`config.mk`:
```
export PLATFORM = sky130hd
export DESIGN_NAME = vram_arbiter
export DESIGN_NICKNAME = d
export VERILOG_FILES = /design/src/rtl/vram_pkg.sv /design/src/rtl/vram_arbiter.sv
export SDC_FILE = /design/constraint.sdc
export NUM_CORES = 1
export LEC_CHECK = 0
export ABC_AREA = 1
export BUFFER_PORTS_ARGS = -buffer_cell sky130_fd_sc_hd__buf_2
export CAP_MARGIN = 20
export CELL_PAD_IN_SITES_DETAIL_PLACEMENT = 1
export CELL_PAD_IN_SITES_GLOBAL_PLACEMENT = 1
export CORE_ASPECT_RATIO = 1.5
export CORE_UTILIZATION = 33
export DETAILED_ROUTE_END_ITERATION = 10
export HOLD_SLACK_MARGIN = 0.06
export PLACE_DENSITY = 0.87
export SYNTH_ARGS = -nofsm -noshare
export SYNTH_HDL_FRONTEND = slang
export SYNTH_SLANG_ARGS = --single-unit
```
`constraint.sdc`:
```
create_clock -name clock -period 1.2 [get_ports clock]
set_input_delay 0.06 -clock clock [delete_from_list [all_inputs] [get_ports clock]]
set_output_delay 0.06 -clock clock [all_outputs]
set_load 0.02 [all_outputs]
```
`src/rtl/vram_pkg.sv`:
```
// Shared slot-owner type, default widths and the slot-owner decode for the VRAM arbiter.
package vram_pkg;

  localparam int unsigned VRAM_ADDR_WIDTH = 17;
  localparam int unsigned VRAM_DATA_WIDTH = 8;

  typedef enum logic [1:0] {
    SLOT_NONE  = 2'd0,
    SLOT_VIDEO = 2'd1,
    SLOT_CPU   = 2'd2
  } slot_owner_e;

  // Even slots belong to video unless blanking lets a CPU access in; odd slots serve the CPU only.
  function automatic slot_owner_e decode_owner(
    input logic phase,
    input logic vblank,
    input logic cpu_ok
  );
    if (!phase) begin
      return (vblank && cpu_ok) ? SLOT_CPU : SLOT_VIDEO;
    end
    return cpu_ok ? SLOT_CPU : SLOT_NONE;
  endfunction

endpackage

```
`src/rtl/vram_arbiter.sv`:
```
// Single-port SRAM arbiter: time-slices VRAM between video scan-out and CPU accesses.
// Each clock is one slot; all SRAM-facing and handshake outputs are registered.
module vram_arbiter
  import vram_pkg::*;
#(
  parameter int unsigned ADDR_WIDTH = VRAM_ADDR_WIDTH,
  parameter int unsigned DATA_WIDTH = VRAM_DATA_WIDTH
) (
  input  logic                  clock,
  input  logic                  resetN,
  input  logic [ADDR_WIDTH-1:0] videoAddress,
  input  logic                  vBlank,
  output logic [DATA_WIDTH-1:0] videoData,
  output logic                  videoDataReady,
  input  logic                  cpuReq,
  input  logic                  cpuWrite,
  input  logic [ADDR_WIDTH-1:0] cpuAddress,
  input  logic [DATA_WIDTH-1:0] cpuWriteData,
  output logic [DATA_WIDTH-1:0] cpuReadData,
  output logic                  cpuAck,
  output logic [ADDR_WIDTH-1:0] sramAddress,
  input  logic [DATA_WIDTH-1:0] sramDataIn,
  output logic [DATA_WIDTH-1:0] sramDataOut,
  output logic                  sramDataOe,
  output logic                  sramOeN,
  output logic                  sramWeN
);

  logic            slot_phase;
  logic            slot_phase_d;
  slot_owner_e     owner_q;
  slot_owner_e     owner_d;
  logic            write_q;
  logic            write_d;
  logic            in_progress_q;
  logic            in_progress_d;
  logic            cpu_ok;

  logic [ADDR_WIDTH-1:0] sram_address_d;
  logic [DATA_WIDTH-1:0] sram_data_out_d;
  logic                  sram_data_oe_d;
  logic                  sram_oe_n_d;
  logic                  sram_we_n_d;
  logic [DATA_WIDTH-1:0] video_data_d;
  logic                  video_data_ready_d;
  logic [DATA_WIDTH-1:0] cpu_read_data_d;
  logic                  cpu_ack_d;

  // Next-slot decision and next register values.
  always_comb begin
    slot_phase_d       = ~slot_phase;
    cpu_ok             = cpuReq & ~in_progress_q;
    owner_d            = decode_owner(slot_phase, vBlank, cpu_ok);
    write_d            = cpuWrite & (owner_d == SLOT_CPU);
    in_progress_d      = (owner_d == SLOT_CPU);

    sram_address_d     = sramAddress;
    sram_data_out_d    = sramDataOut;
    sram_data_oe_d     = 1'b0;
    sram_oe_n_d        = 1'b1;
    sram_we_n_d        = 1'b1;
    video_data_d       = videoData;
    video_data_ready_d = 1'b0;
    cpu_read_data_d    = cpuReadData;
    cpu_ack_d          = 1'b0;

    // Set up the SRAM cycle for the slot starting at this edge.
    case (owner_d)
      SLOT_VIDEO: begin
        sram_address_d = videoAddress;
        sram_oe_n_d    = 1'b0;
      end
      SLOT_CPU: begin
        sram_address_d = cpuAddress;
        if (cpuWrite) begin
          sram_we_n_d     = 1'b0;
          sram_data_oe_d  = 1'b1;
          sram_data_out_d = cpuWriteData;
        end else begin
          sram_oe_n_d     = 1'b0;
        end
      end
      default: ;
    endcase

    // Retire the slot ending at this edge.
    case (owner_q)
      SLOT_VIDEO: begin
        video_data_d       = sramDataIn;
        video_data_ready_d = 1'b1;
      end
      SLOT_CPU: begin
        cpu_ack_d = 1'b1;
        if (!write_q) begin
          cpu_read_data_d = sramDataIn;
        end
      end
      default: ;
    endcase
  end

  always_ff @(posedge clock or negedge resetN) begin
    if (!resetN) begin
      slot_phase     <= 1'b0;
      owner_q        <= SLOT_NONE;
      write_q        <= 1'b0;
      in_progress_q  <= 1'b0;
      sramAddress    <= '0;
      sramDataOut    <= '0;
      sramDataOe     <= 1'b0;
      sramOeN        <= 1'b1;
      sramWeN        <= 1'b1;
      videoData      <= '0;
      videoDataReady <= 1'b0;
      cpuReadData    <= '0;
      cpuAck         <= 1'b0;
    end else begin
      slot_phase     <= slot_phase_d;
      owner_q        <= owner_d;
      write_q        <= write_d;
      in_progress_q  <= in_progress_d;
      sramAddress    <= sram_address_d;
      sramDataOut    <= sram_data_out_d;
      sramDataOe     <= sram_data_oe_d;
      sramOeN        <= sram_oe_n_d;
      sramWeN        <= sram_we_n_d;
      videoData      <= video_data_d;
      videoDataReady <= video_data_ready_d;
      cpuReadData    <= cpu_read_data_d;
      cpuAck         <= cpu_ack_d;
    end
  end

endmodule

```
== Word level (Yosys, flattened, before mapping) ==
Index checks and enable logic that the tools add are counted.
W data, S select, Z words.

* Flip-flop bits (word level): 51
* Bits of input ports: 55
* Logic and storage cells: 37

* Eq/ne operators: 4
* Multiplexer cells: 11
* Bitwise logic cells: 5
* Reduce and logical (&&, ||, !) cells: 4

{| class="wikitable"
|+ Operators with widths
! operator !! number
|-
| $pmux W17 S2 || 1
|-
| $mux W1 || 6
|-
| $mux W2 || 3
|-
| $eq A2 B1 Y1 const B || 2
|-
| $eq A2 B2 Y1 const B || 2
|-
| $reduce_and A2 Y1 || 2
|-
| $not A1 Y1 || 3
|-
| $and A1 B1 Y1 || 2
|-
| $pmux W1 S2 || 1
|-
| $reduce_bool A2 Y1 || 1
|-
| $logic_and A1 B1 Y1 || 1
|}

== Depth between registers and ports, before layout ==
Gate-level depths: netlist of run 1.

* Word-level depth: 7
* Gate-level depth with buffers: 6
* Mapped depth without buffers: 6

== Worst setup path after synthesis of run 1 ==
No wires, ideal clock.

* Path kind: register to register
* Start: register in_progress_q
* End: register sramDataOut[4]
* Library setup time: 65 ps
* Arrival time: 1022 ps
* Required time: 1135 ps
* Setup slack: 113 ps
* Stages on the path, launching flop included: 7
* Path buffers: 1
* Clock period less this slack: 1087 ps
* Cells stage by stage: dfrtp_1 > inv_2 > nand2_2 > a21oi_4 > buf_6 > nand3_1 > nand2_1

* Word-level cells in the longest chain between the ends: 7
* Elaborated cells between the ends (all ways): 8
* Those cells by class: 1 x eq/ne; 3 x mux; 2 x bitwise; 2 x reduce/logical

{| class="wikitable"
|+ RTL lines
! item !! line !! source
|-
| from (decl) || vram_arbiter.sv:35 || <nowiki>logic in_progress_q;</nowiki>
|-
| from (signal assigned) || vram_arbiter.sv:121 || <nowiki>in_progress_q <= in_progress_d;</nowiki>
|-
| $not A1 Y1 * || vram_arbiter.sv:52 || <nowiki>cpu_ok = cpuReq & ~in_progress_q;</nowiki>
|-
| $and A1 B1 Y1 * || vram_arbiter.sv:52 ||
|-
| $logic_and A1 B1 Y1 || vram_pkg.sv:20 || <nowiki>return (vblank && cpu_ok) ? SLOT_CPU : SLOT_VIDEO;</nowiki>
|-
| $mux W2 || vram_pkg.sv:20 ||
|-
| $mux W2 * || vram_pkg.sv:22 || <nowiki>return cpu_ok ? SLOT_CPU : SLOT_NONE;</nowiki>
|-
| $eq A2 B2 Y1 * || vram_arbiter.sv:68 || <nowiki>case (owner_d)</nowiki>
|-
| $reduce_and A2 Y1 (no line) * || n/a ||
|-
| to (signal assigned) || vram_arbiter.sv:123 || <nowiki>sramDataOut <= sram_data_out_d;</nowiki>
|-
| to (decl) || vram_arbiter.sv:23 || <nowiki>output logic [DATA_WIDTH-1:0] sramDataOut,</nowiki>
|}

Every way passes the cells marked *; elsewhere a longest branch is shown, timed or not.
A chain may end at the register's enable or synchronous reset.

== Worst setup path after layout of run 1 ==
* Start: register in_progress_q
* End: register sramDataOut[6]

Same word-level chain as after synthesis.

==> run_results.csv, run 1 <==
group,metric,value,unit
status,status,"complete, but fails checks",
status,failed_checks,"negative setup slack",
clocking,cts_tree,"yes",
global_route,global_route.usage.met2,41.5,%
die,fp.dieW,66.3,um
global_route,global_route.peak_usage_layer,"met2",
sta,slew_viol_final,0,
pwr,design_power_total,4.13,mW
placement,io_buffers,100,
synthesis,synth_area,0.00205,sq mm
critical_path,worstPathArrival,1500,ps
critical_path,start_kind,"flop",
clocking,clock_tree.buffer_depth,2,
die,design.portCount,101,
sta,min_period_over_period,104,%
placement,dpl_worst_slack,12.2,ps
sta,timing.final.hold_violations,0,
sta,minimum_period_implied_by_the_final_worst_setup_slack,1250,ps
pwr,ir_drop,0.578,mV
pwr,cellLeakagePower,1.77,nW
synthesis,post-synth-top-count-cell,"nand2_1",
synthesis,synth.cells.most_frequent,"72 x nand2_1, 47 x dfrtp_1, 40 x nand3_1",
synthesis,postSynthRegisterBits,49,
synthesis,syn_nets,269,
sta,setup_viol,29,
critical_path,crit_end_element,"flop",
synthesis,synthDominantAreaCellType,"dfrtp_1",
global_route,grt_max_degree,26,
critical_path,rr_startpoint,"in_progress_q",
critical_path,crit_path_max_incr_delay,440,ps
drt,remaining_antenna_violation_count_after_routing,0,
drt,first_pass_iters,4,
synthesis,synth_top_area_share,57.4,%
drt,routed_via_density,4.73,
synthesis,postSynthCellCount,214,
critical_path,critical_path_required,1450,ps
sta,worst_clock_skew,7.37,ps
sta,grt_setup_unrepaired,"yes",
sta,tightestPinTransition,389,ps
synthesis,postSynth.topFlopCell,"dfrtp_1",
clocking,htreeDepth,2,
clocking,insertion_delay,300,ps
critical_path,timing_worst_setup_path_type,"reg -> reg",
global_route,antenna_violations_before_repair,1,
critical_path,worst_setup_path_startpoint,"in_progress_q",
synthesis,synth_cell_type_count,17,
synthesis,number_of_enable_type_register_cells_in_the_synthesized_netlist,0,
worst_hold_path,worstHoldStart,"cpuAddress[10]",
critical_path,path_cells,"inv_2 > nand2_2 > a21oi_4 > clkbuf_16 > nand3_1 > nand2_1",
global_route,grt.overflow.total,0,
worst_hold_path,timing.hold.worst.class,"in -> reg",
pwr,pwr_density_cell,1220,mW/mm^2
synthesis,synth_area_per_cell,9.57,sq um
clocking,clock_tree.root_cell,"clkbuf_8",
drt,drtIter0Drc,113,
sta,finalWorstSetupSlack,-52.9,ps
sta,finalHoldWorstSlack,68.1,ps
critical_path,crit_path_top_delay_cell,"dfrtp_1",
final_layout,area_delta_synth_final,64.9,%
synthesis,synth_top_cells_by_area,"dfrtp_1 57%, nand2_1 13%, nand3_1 9.8%, o21ai_2 3.4%, dfstp_2 2.6%",
critical_path,critPathBufInv,2,
final_layout,nNetsFinal,428,
clocking,num_clock_sinks,49,
critical_path,crit_family,"flip-flops",
drt,drt_drc_violations_left,0,
drt,drt-total-wl,7130,um
clocking,cts.clk_slew.worst_paths,90,ps
final_layout,drive_above_1_share,39.6,%
die,design.die.area,0.00653,sq mm
clocking,cts_inserted_buffers,5,
drt,detailroute.via_count,2116,
drt,wl_per_cell,15.9,um
die,die_h,98.5,um
synthesis,ys_async_sr_fraction,100,%
global_route,groute.usage.overall,21.7,%
global_route,grt_util_met3,4.75,%
die,design.core.area,0.00591,sq mm
placement,placer_s_final_routability_congestion_estimate,0.724,
global_route,grt_pass1_vias,2291,
sta,tns,-891,ps
global_route,grt_use_met1,21.9,%
synthesis,synth_sequential_area_ratio,60.0,%
die,floorplan.rows,34,
sta,maxSlewHeadroom,74.1,%
synthesis,synth-warning-count,0,
die,initial_utilization,34.6,%
job,max_cap_viols,0,
sta,timing.fmax,798,MHz
placement,post-dp-hpwl,4230,um
global_route,grt_first_pass_wirelength,10700,um
critical_path,worst-path-max-fanout,11,
==> layout by cell type (no fill, tap or decap) <==
cell,Yosys,routed
a21oi_4,1,1
buf_12,0,4
buf_2,4,100
buf_4,2,7
bufinv_16,0,1
clkbuf_1,0,1
clkbuf_16,0,1
clkbuf_8,0,5
clkinv_2,0,1
dfrtp_1,47,47
dfstp_2,2,2
diode_2,0,1
dlygate4sd3_1,0,50
inv_1,13,13
inv_2,4,4
nand2_1,72,69
nand2_2,2,4
nand2_8,0,1
nand3_1,40,36
nand3_2,1,5
nor2_4,3,3
o211ai_4,0,1
o21ai_0,9,8
o21ai_1,1,2
o21ai_2,8,8
==> flip-flops by register name, summed over array words and instances, names as in the netlist <==
register and flops:
sramAddress 17, cpuReadData 8, sramDataOut 8, videoData 8, cpuAck 1, in_progress_q 1
owner_q 1, slot_phase 1, sramDataOe 1, sramOeN 1, sramWeN 1, videoDataReady 1
==> cell families (layout without fill, tap and decap cells) <==
family          count (synthesis)  in the layout  share of synthesized area (%)
compound gates                 20             20                           7.27
buf+inv                        27            187                           7.02
flops                          49             49                           60.0
other cells                     0              1                              0
simple gates                  118            118                           25.7
==> tightest hold or removal path, stage by stage <==
cell and delay (ps):
buf_2 80, nand2_1 40, nand2_1 50, nand2_1 50
nand2_1 50
==> timing repair <==
action	in CTS	in global routing
cloned	0	1
buffers inserted	0	4
gates resized for setup	0	11
pin swaps	0	1
hold buffers	50	0
endpoints found under the hold margin	84	0
setup endpoints to repair	3	34
==> final timing paths <==
check	endpoint	slack, ps	depth (start not counted)
setup / recovery	sramDataOut[6]	-50	6
hold / removal	sramAddress[10]	70	5
setup reg to reg	sramDataOut[6]	-50	6
hold reg to reg	sramDataOut[3]	480	2
max in group asynchronous	sramAddress[11]	510	3
min in group asynchronous	cpuReadData[3]	200	2
==> layout make-up <==
type	instances	area (sq um)
repair buffers	162	1160
fillers	706	2540
clock buffers	6	72.6
diodes	1	2.50
inverters	17	63.8
well taps	72	90.1
clock inverters	2	35.0
flip-flops and latches	49	1230
multi-input cells	138	726
==> layer usage <==
metal	wire length, um	vias up
met4	160	0
li1	-	1004
met1	2560	1019
met3	356	14
met2	4060	79
met5	0	-
==> report_power, final <==
group          internal [mW]  leakage (nW)  switching (mW)
sequential              1.82         0.588           0.100
clock                  0.619        0.0552           0.545
combinational          0.447          1.13           0.597
==> through the flow <==
| step | cells | instance area (sq um) | util (%) |
|---|---|---|---|
| after floorplan | 214 | 2050 | - |
| after global placement | 383 | 2650 | 44.8 |
| after detailed placement | 383 | 2650 | 44.8 |
| after CTS | 441 | 3260 | 55.1 |
| after global routing | 447 | 3380 | 57.1 |
| final | 447 | 3380 | 57.1 |
Power figures use the tool's default switching activity.
==> inputs of run 2 (changes only) <==
--- a/config.mk
+++ b/config.mk
@@ -10,7 +10,6 @@
 export CAP_MARGIN = 20
 export CELL_PAD_IN_SITES_DETAIL_PLACEMENT = 1
 export CELL_PAD_IN_SITES_GLOBAL_PLACEMENT = 1
-export CORE_ASPECT_RATIO = 1.5
 export CORE_UTILIZATION = 33
 export DETAILED_ROUTE_END_ITERATION = 10
 export HOLD_SLACK_MARGIN = 0.06
==> run 2 against run 1 <==
The run still ends with negative setup slack left. Routed wire length shrank 4.1%. Non-clock buffer count shrank 3. Combinational power shrank 5%. Design area shrank 3.7%. Die area shrank 0.11%. Sequential power is essentially flat. First-iteration DRC count shrank 62%. Flip-flop and latch count is the same. Register-to-register slack gained 40 ps. Global-route usage grew 0.15 points. Worst hold slack lost 7.0 ps. Worst setup slack gained 41 ps.
==> run_results.csv, run 2 (same netlist as run 1, synthesis figures left out) <==
group,metric,value,unit
die,design.die.area,0.00653,sq mm
final_layout,register_area,0.00123,sq mm
sta,slew_viol_final,0,
drt,dr_top_layer,"met4",
final_layout,largest_register_ff_count,17,
global_route,grt_pass1_vias,2274,
sta,timing.fmax,826,MHz
sta,tightestPinTransition,478,ps
global_route,grt_max_degree,50,
pwr,design_power_total,3.85,mW
sta,min_period_over_period,101,%
die,fp.dieW,80.8,um
drt,drtIter0Drc,43,
drt,remaining_antenna_violation_count_after_routing,0,
job,max_cap_viols,0,
pwr,ir_drop,0.598,mV
critical_path,timing_worst_setup_path_type,"reg -> reg",
global_route,grt.overflow.total,0,
final_layout,largest-register,"sramAddress",
clocking,num_clock_sinks,49,
clocking,cts_tree,"yes",
final_layout,final_common_cell,"buf_2",
pwr,pwr_density_cell,1180,mW/mm^2
die,initial_utilization,34.4,%
critical_path,worst-path-max-fanout,11,
sta,grt_setup_unrepaired,"yes",
final_layout,antenna-diode-count,0,
sta,finalWorstSetupSlack,-11.4,ps
drt,routed_via_density,4.76,
clocking,htreeDepth,2,
global_route,groute.usage.overall,21.8,%
critical_path,worstPathArrival,1400,ps
die,floorplan.rows,28,
global_route,antenna_violations_before_repair,0,
die,design.portCount,101,
final_layout,area_of_the_multi_input_gates,696,sq um
drt,detail_route.wirelength.met1,2520,um
drt,detailroute.via_count,2125,
critical_path,critical_path_required,1380,ps
placement,placer_s_final_routability_congestion_estimate,0.754,
clocking,cts_inserted_buffers,5,
pwr,cellLeakagePower,1.72,nW
sta,tns,-11.4,ps
clocking,cts.clk_slew.worst_paths,90,ps
critical_path,crit_end_element,"flop",
clocking,clock_tree.root_cell,"clkbuf_8",
global_route,grt_first_pass_wirelength,10600,um
sta,setup_viol,1,
final_layout,nNetsFinal,425,
clocking,clock_tree.buffer_depth,2,
sta,minimum_period_implied_by_the_final_worst_setup_slack,1210,ps
die,die_h,80.8,um
placement,io_buffers,100,
final_layout,layout.cells.most_common_list,"100 x buf_2, 72 x nand2_1, 49 x dlygate4sd3_1",
drt,drt-total-wl,6840,um
critical_path,start_kind,"flop",
clocking,insertion_delay,300,ps
status,status,"complete, but fails checks",
drt,dr_wl_met3,308,um
placement,post-dp-hpwl,4000,um
drt,drt_drc_violations_left,0,
drt,wl_per_cell,15.3,um
status,failed_checks,"negative setup slack",
drt,first_pass_iters,4,
final_layout,fill_cells,736,
drt,wl_met2,3910,um
final_layout,area_delta_synth_final,58.8,%
sta,timing.final.hold_violations,0,
sta,worst_clock_skew,7.00,ps
final_layout,drive_above_1_share,38.0,%
die,design.core.area,0.00596,sq mm
sta,maxSlewHeadroom,68.1,%
worst_hold_path,timing.hold.worst.class,"in -> reg",
-- run 2: final cells by class --
class | instances | share of cell area [%]
multi-input cells | 138 | 21.4
clock buffers | 7 | 2.35
repair buffers | 159 | 33.5
flip-flops and latches | 49 | 37.8
well taps | 75 | 2.88
clock inverters | 1 | 0.154
inverters | 17 | 1.96
-- run 2: where the power goes --
group | switching, mW | internal, mW | total, mW
logic | 0.575 | 0.415 | 0.990
registers | 0.0949 | 1.82 | 1.92
clock network | 0.534 | 0.410 | 0.944
-- run 2: metal layers --
layer  vias to the layer above  track usage (%)
met4                         0             6.79
met3                        11             4.94
li1                        991                -
met2                        77             42.9
met5                         -                0
met1                      1046             22.7
-- run 2: stage by stage --
stage               util [%]  instances  cell area, sq um  worst slack [ps]  hold WS, ps
floorplan                  -        214              2050               113         -236
global placement        44.2        387              2640              55.0         66.8
detailed placement      44.2        387              2640              8.96         71.1
CTS                     53.9        444              3210             -5.50         63.0
global route            54.6        446              3250             -78.1         72.5
finish                  54.6        446              3250             -11.4         61.0
-- run 2: final timing paths --
check	slack [ps]	cells past startpoint	startpoint	endpoint
min	60	3	videoAddress[13]	sramAddress[13]
min reg2reg	480	2	sramDataOut[3]	sramDataOut[3]
max reg2reg	-10	4	in_progress_q	sramDataOut[2]
max in group asynchronous	640	3	resetN	sramOeN
min in group asynchronous	290	3	resetN	sramDataOut[2]
max	-10	4	in_progress_q	sramDataOut[2]
-- run 2: worst max-delay path, stage by stage, from the launching register on --
cell and delay [ps]:
dfrtp_1 430, nor2_4 210, o211ai_2 260, nand2_1 130, nand2_1 70
-- run 2: timing repair --
action	in CTS	in global routing
endpoints found under the hold margin	82	0
setup buffers	0	2
hold buffers	49	0
gates resized for setup	1	6
pin swaps	1	0
setup endpoints to repair	4	32
